==> src/rtl/filter_load_sequencer.sv <==
// filter_load_sequencer: loads a layer's bias and 5x5 filters into the filter buffer; `FLS_TIMEOUT_EN adds a per-state watchdog
module filter_load_sequencer #(
   parameter int MAX_FILTERS = 1920,
   parameter int IDX_W       = 16,
   parameter int TIMEOUT_CYC = 255
) (
   input  logic             clk,
   input  logic             reset,
   input  logic             start,
   input  logic [IDX_W-1:0] num_filters,
   input  logic [IDX_W-1:0] base_addr,
   output logic             mem_req,
   output logic [IDX_W-1:0] mem_addr,
   input  logic             mem_valid,
   output logic             buf_read,
   output logic             buf_bias_or_filter,
   output logic [IDX_W-1:0] buf_index,
   input  logic             buf_finish,
   output logic             busy,
   output logic             done,
   output logic             error
);
   typedef enum logic [2:0] {IDLE, B_REQ, B_WR, B_REL, F_REQ, F_WR, F_REL, DONE} state_t;
   state_t state, state_n;
   logic [IDX_W-1:0] num_q, base_q, i_q;
   logic rej_q, accept, illegal, last, tmo;
   assign accept    = state == IDLE && start;
   assign illegal   = num_filters == '0 || num_filters > IDX_W'(MAX_FILTERS);
   assign last      = i_q == num_q - IDX_W'(1);
   assign buf_index = i_q;
   assign busy      = state != IDLE;
   assign done      = state == DONE || rej_q;
`ifdef FLS_TIMEOUT_EN
   logic [IDX_W-1:0] cyc_q;
   // cycles spent in the current transfer state, restarted on every state change
   always_ff @(posedge clk) begin
      if (!reset || state_n != state || state == IDLE || state == DONE) cyc_q <= '0;
      else cyc_q <= cyc_q + IDX_W'(1);
   end
   assign tmo = state != IDLE && state != DONE && cyc_q == IDX_W'(TIMEOUT_CYC - 1);
`else
   assign tmo = TIMEOUT_CYC < 0;
`endif
   // state, latched load parameters, filter counter and sticky error
   always_ff @(posedge clk) begin
      if (!reset) begin
         state  <= IDLE;
         num_q  <= '0;
         base_q <= '0;
         i_q    <= '0;
         rej_q  <= 1'b0;
         error  <= 1'b0;
      end else begin
         state <= state_n;
         rej_q <= accept && illegal;
         error <= accept ? illegal : error | tmo;
         if (accept) begin
            num_q  <= num_filters;
            base_q <= base_addr;
            i_q    <= '0;
         end else if (state == F_REL && !buf_finish && !last) i_q <= i_q + IDX_W'(1);
      end
   end
   // next state plus state-decoded handshake outputs; a watchdog expiry forces DONE
   always_comb begin
      state_n            = state;
      mem_req            = 1'b0;
      buf_read           = 1'b0;
      buf_bias_or_filter = 1'b0;
      mem_addr           = '0;
      case (state)
         IDLE:    state_n = start && !illegal ? B_REQ : IDLE;
         B_REQ: begin
            mem_req  = 1'b1;
            mem_addr = base_q;
            state_n  = mem_valid ? B_WR : B_REQ;
         end
         B_WR: begin
            buf_read = 1'b1;
            state_n  = buf_finish ? B_REL : B_WR;
         end
         B_REL:   state_n = buf_finish ? B_REL : F_REQ;
         F_REQ: begin
            mem_req            = 1'b1;
            buf_bias_or_filter = 1'b1;
            mem_addr           = base_q + i_q + IDX_W'(1);
            state_n            = mem_valid ? F_WR : F_REQ;
         end
         F_WR: begin
            buf_read           = 1'b1;
            buf_bias_or_filter = 1'b1;
            state_n            = buf_finish ? F_REL : F_WR;
         end
         F_REL: begin
            buf_bias_or_filter = 1'b1;
            state_n            = buf_finish ? F_REL : last ? DONE : F_REQ;
         end
         DONE:    state_n = IDLE;
      endcase
      if (tmo) state_n = DONE;
   end
endmodule
==> config.mk <==
export PLATFORM = sky130hd
export DESIGN_NAME = filter_load_sequencer
export DESIGN_NICKNAME = d
export VERILOG_FILES = /design/src/rtl/filter_load_sequencer.sv
export SDC_FILE = /design/constraint.sdc
export NUM_CORES = 1
export LEC_CHECK = 0
export BUFFER_PORTS_ARGS = -buffer_cell sky130_fd_sc_hd__buf_4
export CORE_MARGIN = 3
export CORE_UTILIZATION = 61
export CTS_BUF_LIST = sky130_fd_sc_hd__clkbuf_8
export DETAILED_ROUTE_END_ITERATION = 6
export PLACE_DENSITY = 0.94
export SLEW_MARGIN = 20
export SYNTH_ARGS = -nofsm -noshare
export SYNTH_HDL_FRONTEND = slang
export SYNTH_SLANG_ARGS = --single-unit
==> constraint.sdc <==
create_clock -name clk -period 5.65 [get_ports clk]
set_clock_uncertainty 0.15 [all_clocks]
set_input_delay 0.2825 -clock clk [delete_from_list [all_inputs] [get_ports clk]]
set_output_delay 0.2825 -clock clk [all_outputs]
set_load 0.1 [all_outputs]
# Word level (Yosys, flattened, before mapping)
# Index checks and enable logic that the tools add are counted.
dict set report classes {
  n_addsub 4
  n_lt_le_gt_ge 1
  eq_ne 8
  muxes 13
  bitwise 1
  n_reduce_logical 17
}
# operator count
set ops {}
lappend ops {{16-bit by 1-bit adder with 16-bit output (second input constant)} 2}
lappend ops {{16-bit one-hot mux with 2 select lines} 1}
lappend ops {{3-bit one-hot mux with 8 select lines} 1}
lappend ops {{16-bit adder} 1}
lappend ops {{16-bit equality test} 1}
lappend ops {{16-bit by 11-bit greater-than comparator with 1-bit output (second input constant)} 1}
lappend ops {{16-bit logical NOT} 1}
lappend ops {{16-bit by 1-bit subtractor with 16-bit output (second input constant)} 1}
lappend ops {{3-bit equality test (second input constant)} 4}
lappend ops {{2-bit 2-to-1 mux} 4}
lappend ops {{3-bit by 2-bit equality test with 1-bit output (second input constant)} 2}
lappend ops {{1-bit 2-to-1 mux} 6}
lappend ops {{2-bit OR reduction} 3}
lappend ops {{1-bit logical AND} 5}
lappend ops {{3-bit by 1-bit equality test with 1-bit output (second input constant)} 1}
lappend ops {{1-bit logical NOT} 3}
lappend ops {{3-bit logical NOT} 1}
lappend ops {{3-bit 2-to-1 mux} 1}
lappend ops {{3-bit nonzero test} 1}
lappend ops {{3-bit OR reduction} 1}
lappend ops {{1-bit logical OR} 2}
lappend ops {{1-bit NOT} 1}
dict set report totals {
  reg_bits 53
  input_bits 37
  output_inout_bits 38
  word_cells 50
}

# Longest topological paths before layout
# Gate-level depths: netlist (run 1).
dict set report logic_depth {
  word_depth 6
  mapped_depth 12
  ltp_nobuf 12
}

# Worst setup path after synthesis (run 1)
# Ideal clock, no wire load.
dict set report synth_timing {
  path_type {register to output}
  from {register i_q[0] (netlist: buf_index[0])}
  to {output mem_addr[12]}
  arrival_time_ps 5169
  required_time_ps 5218
  path_slack_ps 49
  path_stages_with_launch 13
  n_path_buf 0
  cell_sequence {dfxtp_1 inv_1 ha_1 inv_1 fa_1 a21o_1 a21oi_1 o21bai_1 a2111oi_0 nor3_1 o31ai_1 xor2_1 o21ai_0}
}
dict set report synth_between {
  elab_chain_len 3
}
# item line
set synth_rtl {}
lappend synth_rtl {{start: declaration} 25} ;# logic [IDX_W-1:0] num_q, base_q, i_q;
lappend synth_rtl {{start signal: assignment} 61} ;# end else if (state == F_REL && !buf_finish && !last) i_q <= i_q + IDX_W'(1);
lappend synth_rtl {{16-bit adder} 86} ;# mem_addr = base_q + i_q + IDX_W'(1);
lappend synth_rtl {{16-bit by 1-bit adder with 16-bit output} 86}
lappend synth_rtl {{16-bit one-hot mux with 2 select lines} 71} ;# case (state)
lappend synth_rtl {{end: declaration} 13} ;# output logic [IDX_W-1:0] mem_addr,
# No other way between the ends.

# Final worst setup path (run 1)
dict set report layout_timing {
  from {register i_q[0] (netlist: buf_index[0])}
  to {output mem_addr[14]}
}
# Same word-level chain as after synthesis.

==> results.md, run 1 <==
* Status: completed
* CTS Hold Bufs at 0
* Yosys reg bits at 53
* Via-to-Cell Ratio at 6.346
* Leakage power at 0.001909 uW
* HP Start: base_addr[11]
* Worst path slowest cell: a2111oi_0
* Slew Limit Fails at 0
* Min Hold Slack at 0.01513 ns
* PostCTS Resize Cnt at 0
* Hold crit path type: input port to flop
* Layout area overhead at 18.93%
* Clk buf depth at 2
* Total congestion overflow at 0
* Clock transition at the registers of the reported paths at 0.10 ns
* Post-route ant nets at 0
* Max-cap violations at 0
* Setup bufs post-CTS at 0
* Seq/Total Area, Yosys at 29.94%
* Placed Cells at 550
* Share of post-route cells with drive strength above 1 at 21.81%
* Crit path max-delay family: compound AO/OA/AOI/OAI gates
* Layout Nets at 540
* Crit Reg-Reg Startpoint: num_q[0]
* EDFF count, synth at 0
* Hold endpoint: base_q[11]
* Power Density at 194.1 mW/mm^2
* GPL Wtd Cong at 0.8781
* First-pass GRT wire length at 15320 um
* Initial antenna violation count at 0
* DRC Markers at 0
* # IOs at 75
* Unrepaired setup endpoints after global routing: false
* Crit start category: flop
* Buf+Inv Stages, Crit Path at 3
* Post-synth design cell area at 0.003543 mm^2
* Drt pass-1 iters at 5
* Slowest cell delay on critical path at 0.92 ns
* Worst hold stages at 2
* HPWL Detailed at 6950 um
* Net Count, Synth at 475
* Worst vdd rail ir drop at 0.0001436 V
* Worst-Skew Late Latency at 0.32 ns
* IO buf count at 74
* Syn Inst Count at 420
* DIE AREA at 0.006759 mm^2
* Period minus WS final at 4.503 ns
* Setup TNS at 0 ns
* Core Util, Final at 75.60%
* R2r endpoint: buf_index[0]
* Post-synth cell types at 64
* Vias in the first global route at 3421
* Initial drt markers at 226
* Via Count at 3541
* Crit-path cells: inv_1, ha_1, inv_1, fa_1, a21o_1, a21oi_1, o21bai_1, a2111oi_0, nor3_1, o311a_1, nor3_1, nand3b_1, buf_4
* Largest net degree at the start of global routing at 43
* CP Max Fanout at 6
* Chip height at 82.22 um
* Crit share post-route at 79.70%
* Cell Count, Final, Fillers Out at 558
* Power, Total at 817.9 uW
* Top FF cell, synth: dfxtp_1
* GR Util All Layers at 28.74%
* R2R Setup Slk at 2.44 ns
* FMAX at 0.2221 GHz
* TritonCTS clock tree: yes
* Clock sink count at 53
* CP endpoint kind: output pin
* Synth Area per Inst at 8.437 um^2
* R2R depth at 10
* Wirelength per Cell at 16.86 um
* Finish-stage setup viols at 0
* CTS root buffer: clkbuf_8
* CTS Buf Count at 5
* Ant. Diodes at 0
* Crit Path Category: flop to output pin
* Worst-Margin Slew at 1.025 ns
* Placeable Area at 0.005574 mm^2
* Fin. Hold Viols at 0
* Drt total wl at 9406 um
* Htree depth at 2
* Starting density of the core at 63.57%
* # fillers at 408
* Synth async-reset ratio at 0%
* WP data required at 5.22 ns
* Ys Warns at 0
* Die width at 82.22 um
* Rows at 27
* WP data arrival at 4.07 ns
* Max-slew headroom at 29.93%
per-layer routing:
| metal | GRT usage, % | vias to the layer above | share of wire, % |
|---|---|---|---|
| li1 | - | 1666 | - |
| met1 | 35.03 | 1669 | 41 |
| met2 | 47.44 | 168 | 49 |
| met3 | 7.158 | 38 | 7.5 |
| met4 | 13.12 | 0 | 2.6 |
| met5 | 0 | - | 0 |
cell type report:
type                            count  area (um^2)  area share, %
Multi-Input combinational cell    334         2354          55.85
Sequential cell                    53         1061          25.18
Timing Repair Buffer               76        570.5          13.54
Tap cell                           72        90.09          2.138
Clock buffer                        5        68.82          1.633
Inverter                           15        56.30          1.336
Clock inverter                      3        13.76         0.3266
placed cells by master, fill, tap and decap left out, types with 2 or more instances in the layout:
cell type  instances
a2111oi_0          2
a2111oi_2          2
a211oi_1           5
a21o_1             3
a21oi_1           20
a22o_1            31
a31o_2             3
a31oi_1            4
and2_1             8
and3_1             4
buf_4             76
clkbuf_8           5
clkinv_2           2
dfxtp_1           53
ha_1              17
inv_1             16
mux2i_1            7
nand2_1           49
nand2b_1           6
nand3_1           17
nand3b_1           3
nand4_1            5
nor2_1            25
nor2b_1            5
nor3_1             9
nor3b_1            2
nor4_1             5
o211ai_1           2
o21a_1             5
o21ai_0           19
o31ai_1            5
or2_2              4
or4_1              2
xnor2_1           21
xor2_1            13
report_power, final:
part	total [uW]	internal, uW	switching, uW
clock	215	84.6	130
sequential	416	392	23.8
combinational	187	79.6	108
state kept, by name, summed over array words and instances (netlist names):
| signal | cells |
|---|---|
| base_q | 16 |
| buf_index | 16 |
| error | 1 |
| num_q | 16 |
| rej_q | 1 |
| state | 3 |
synth_stat cells (4+ instances only):
cell type  count  area [um^2]
a211oi_1       5        37.54
a21oi_1       20        100.1
a22o_1        31        271.5
a31oi_1        4        25.02
and2_1         8        50.05
and3_1         5        31.28
clkbuf_1      16        60.06
dfxtp_1       53         1061
ha_1          17        212.7
inv_1         15        56.30
mux2i_1        7        70.07
nand2_1       49        183.9
nand2b_1       6        37.54
nand3_1       17        85.08
nand4_1        5        31.28
nor2_1        25        93.84
nor2b_1        5        31.28
nor3_1         9        45.04
nor4_1         5        31.28
o21a_1         5        37.54
o21ai_0       19        95.09
o31ai_1        5        37.54
or2_2          4        25.02
xnor2_1       21        183.9
xor2_1        13        113.9
cell families (layout without fill, tap and decap cells):
logic type / count (synthesis) / count (layout) / share of synthesized area [%]
AOI/OAI and AO/OA: 116 / 116 / 24.47
xor gates and xnor gates: 34 / 34 / 8.404
adders and majority gates: 18 / 18 / 6.568
DFF: 53 / 53 / 29.94
and+or+nand+nor: 157 / 157 / 24.19
buffers and inverters: 33 / 99 / 3.814
muxes: 9 / 9 / 2.613
stage by stage:
| stage | setup WS (ns) | area (um^2) |
|---|---|---|
| after CTS | 1.193 | 4213 |
| after detailed placement | 1.558 | 4130 |
| after global placement | 1.808 | 4130 |
| final | 1.147 | 4214 |
| after floorplan | 0.04891 | 3543 |
| after global routing | 0.8898 | 4214 |
worst reg2reg max path: stages (launching register included):
cell and delay (ns):
dfxtp_1 0.36, inv_1 0.09, ha_1 0.19, nor4b_4 0.34
and3_1 0.25, nor4b_2 0.20, a31oi_1 0.11, nor4_4 0.57
and2_1 0.47, nand2b_1 0.22, mux2i_1 0.21
how the worst max path moves through the flow:
stage / start / end / slack [ns] / cells after the start
6_report: buf_index[0] / mem_addr[14] / 1.15 / 13
5_1_grt: buf_index[0] / mem_addr[14] / 0.89 / 13
4_1_cts: buf_index[0] / mem_addr[14] / 1.19 / 13
3_5_place_dp: buf_index[0] / mem_addr[14] / 1.56 / 13
3_3_place_gp: buf_index[0] / mem_addr[14] / 1.81 / 13
2_1_floorplan: buf_index[0] / mem_addr[12] / 0.05 / 12
(Power assumes the default switching activity.)
==> inputs of run 2 (changes only) <==
--- a/config.mk
+++ b/config.mk
@@ -7,10 +7,10 @@
 export LEC_CHECK = 0
 export BUFFER_PORTS_ARGS = -buffer_cell sky130_fd_sc_hd__buf_4
 export CORE_MARGIN = 3
-export CORE_UTILIZATION = 61
+export CORE_UTILIZATION = 51
 export CTS_BUF_LIST = sky130_fd_sc_hd__clkbuf_8
 export DETAILED_ROUTE_END_ITERATION = 6
-export PLACE_DENSITY = 0.94
+export PLACE_DENSITY = 0.84
 export SLEW_MARGIN = 20
 export SYNTH_ARGS = -nofsm -noshare
 export SYNTH_HDL_FRONTEND = slang
==> constraint.sdc (replaced) <==
create_clock -name clk -period 3.73 [get_ports clk]
set_clock_uncertainty 0.15 [all_clocks]
set_input_delay 0.1865 -clock clk [delete_from_list [all_inputs] [get_ports clk]]
set_output_delay 0.1865 -clock clk [all_outputs]
set_load 0.1 [all_outputs]
==> results.md, run 2 (synthesized netlist as in run 1, its figures left out) <==
* Status: completed
* Buf+Inv Stages, Crit Path at 3 (unchanged)
* GPL Wtd Cong at 0.8889 (+1.2%)
* Die width at 89.36 um (+8.7%)
* FMAX at 0.2805 GHz
* Hold crit path type: input port to flop
* Final worst setup slack at 0.1643 ns (-0.9829 ns)
* Power Density at 271.0 mW/mm^2 (+40%)
* CP Max Fanout at 6 (unchanged)
* Clk buf depth at 2 (unchanged)
* Drt total wl at 9728 um (+3.4%)
* Commonest non-fill, non-tap cell in the layout: buf_4
* Initial antenna violation count at 0 (unchanged)
* P_int at 882.8 uW (+59%)
* Period minus WS final at 3.566 ns
* GR Util met3 at 3.871% (-3.3 points)
* Initial drt markers at 253 (+12%)
* Ant. Diodes at 0 (unchanged)
* Layout Nets at 577 (+6.9%)
* Htree depth at 2 (unchanged)
* WP data required at 3.39 ns (-1.83 ns)
* Crit path launch: buf_index[0]
* Net Sw Frac at 31.23% (-0.72 points)
* Worst vdd rail ir drop at 0.0001897 V (+32%)
* # fillers at 489 (+20%)
* Share of post-route cells with drive strength above 1 at 25.81% (+4.0 points)
* Crit-path cells: inv_1, ha_1, inv_1, fa_2, a21o_1, a21oi_2, o21bai_2, a2111oi_4, nor3_2, o311a_1, o21ai_0, nand3b_1, buf_12
* Slowest cell delay on critical path at 0.46 ns (-0.46 ns)
* WP data arrival at 3.23 ns (-0.84 ns)
* Chip height at 89.36 um (+8.7%)
* Largest net degree at the start of global routing at 31 (-28%)
* TritonCTS clock tree: yes
* Most Crowded Layer GR: met2
* Gate power share at 24.6% (+1.7 points)
* Fin. Hold Viols at 0 (unchanged)
* HP Start: start
* Finish-stage setup viols at 0 (unchanged)
* Crit share post-route at 95.59%
* HPWL Detailed at 6905 um (-0.64%)
* Slew Limit Fails at 0 (unchanged)
* IO buf count at 74 (unchanged)
* Place WS at 0.2512 ns (-1.307 ns)
* Via-to-Cell Ratio at 5.940 (-6.4%)
* Met1 usage at 31.02% (-4.0 points)
* Crit Path Category: flop to output pin
* Post-route ant nets at 0 (unchanged)
* Power, Total at 1284 uW (+57%)
* Clock sink count at 53 (unchanged)
* Drt pass-1 iters at 4 (-1)
* Most frequent cells in the layout: 78 x buf_4, 49 x nand2_1, 42 x dfxtp_1
* Leakage power at 0.002099 uW (+10%)
* Worst path slowest cell: a2111oi_4
* Wirelength per Cell at 16.21 um (-3.8%)
* DIE AREA at 0.007984 mm^2 (+18%)
* Sequential power share at 48.7% (-2.2 points)
* Worst-Margin Slew at 0.6207 ns (-0.4039 ns)
* Max-slew headroom at 58.62% (+29 points)
* Placeable Area at 0.006531 mm^2 (+17%)
* GR Util All Layers at 24.22% (-4.5 points)
* Crit path max-delay family: compound AO/OA/AOI/OAI gates
* Top cell by count, worst path: inv_1
* CTS root buffer: clkbuf_8
* GR Layer Usage met2 at 42.00% (-5.4 points)
* Crit Reg-Reg Startpoint: num_q[0]
* CP endpoint kind: output pin
* Rows at 29 (+7.4%)
* Total congestion overflow at 0 (unchanged)
* Finished Cell Area at 0.004737 mm^2 (+12%)
* Sequential Area at 0.001092 mm^2 (+2.9%)
* Worst-Skew Late Latency at 0.31 ns (about the same)
* Layout area overhead at 33.69%
* Via Count at 3564 (+0.65%)
* Vias in the first global route at 3370 (-1.5%)
* Clock transition at the registers of the reported paths at 0.09 ns (about the same)
* DRC Markers at 0 (unchanged)
* P_sw at 400.9 uW (+53%)
* DP Area at 0.004250 mm^2 (+2.9%)
* Setup TNS at 0 ns (unchanged)
* Multi-input logic area at 0.002454 mm^2 (+4.3%)
* Clock share of power at 26.7% (+0.5 points)
* First-pass GRT wire length at 15500 um (+1.2%)
* Max-cap violations at 0 (unchanged)
* Crit start category: flop
* # IOs at 75 (unchanged)
* Core Util, Final at 72.53% (-3.1 points)
* CTS Buf Count at 5 (unchanged)
* Starting density of the core at 54.25% (-9.3 points)
==> run 2: layout make-up <==
cell class | instances | share of cell area, %
Clock buffer | 6 | 1.743
Tap cell | 77 | 2.034
Multi-Input combinational cell | 334 | 51.80
Clock inverter | 2 | 0.1849
Sequential cell | 53 | 23.06
Timing Repair Buffer | 113 | 19.99
Inverter | 15 | 1.189
==> run 2: metal layers <==
metal / routed length (um) / part of all wire [%]
met3: 509 / 5.2
met4: 110 / 1.1
met2: 4822 / 50
met5: 0 / 0
met1: 4284 / 44
==> run 2: worst register-to-register path, cell delays in order, from the launching register on <==
cell and delay [ns]:
dfxtp_1 0.36, inv_1 0.08, ha_1 0.19, nor4b_4 0.31, and3_1 0.24, nor4b_2 0.21
a31oi_1 0.11, nor4_4 0.57, and2_1 0.44, nand2b_1 0.25, mux2i_1 0.22
==> run 2: power groups by stage <==
stage / sequential, uW / combinational (uW) / clock [uW]
detailed placement: 637 / 282 / 0
finish: 625 / 316 / 343
global route: 629 / 344 / 371
floorplan: 636 / 202 / 0
CTS: 624 / 312 / 346
global placement: 636 / 275 / 0
==> run 2: path summary, 6_finish.rpt <==
path | endpoint | slack [ns] | cells past startpoint
max | mem_addr[14] | 0.16 | 13
max reg2reg | buf_index[1] | 0.54 | 10
min reg2reg | error | 0.32 | 1
min | state[0] | 0.009 | 3
==> run 2: through the flow <==
stage,std cells,hold WS [ns]
6_report,600,0.009067
5_1_grt,600,0.04104
4_1_cts,598,0.01414
3_5_place_dp,557,0.2483
3_3_place_gp,557,0.2472
2_1_floorplan,420,0.1451
==> run 2: what timing repair did <==
| action | in CTS | in global routing |
|---|---|---|
| resized for setup | 3 | 7 |
| hold buffers | 33 | 0 |
| setup buffers | 0 | 2 |
| pin swaps | 0 | 4 |
| endpoints found under the hold margin | 33 | 0 |
| setup endpoints to repair | 2 | 3 |
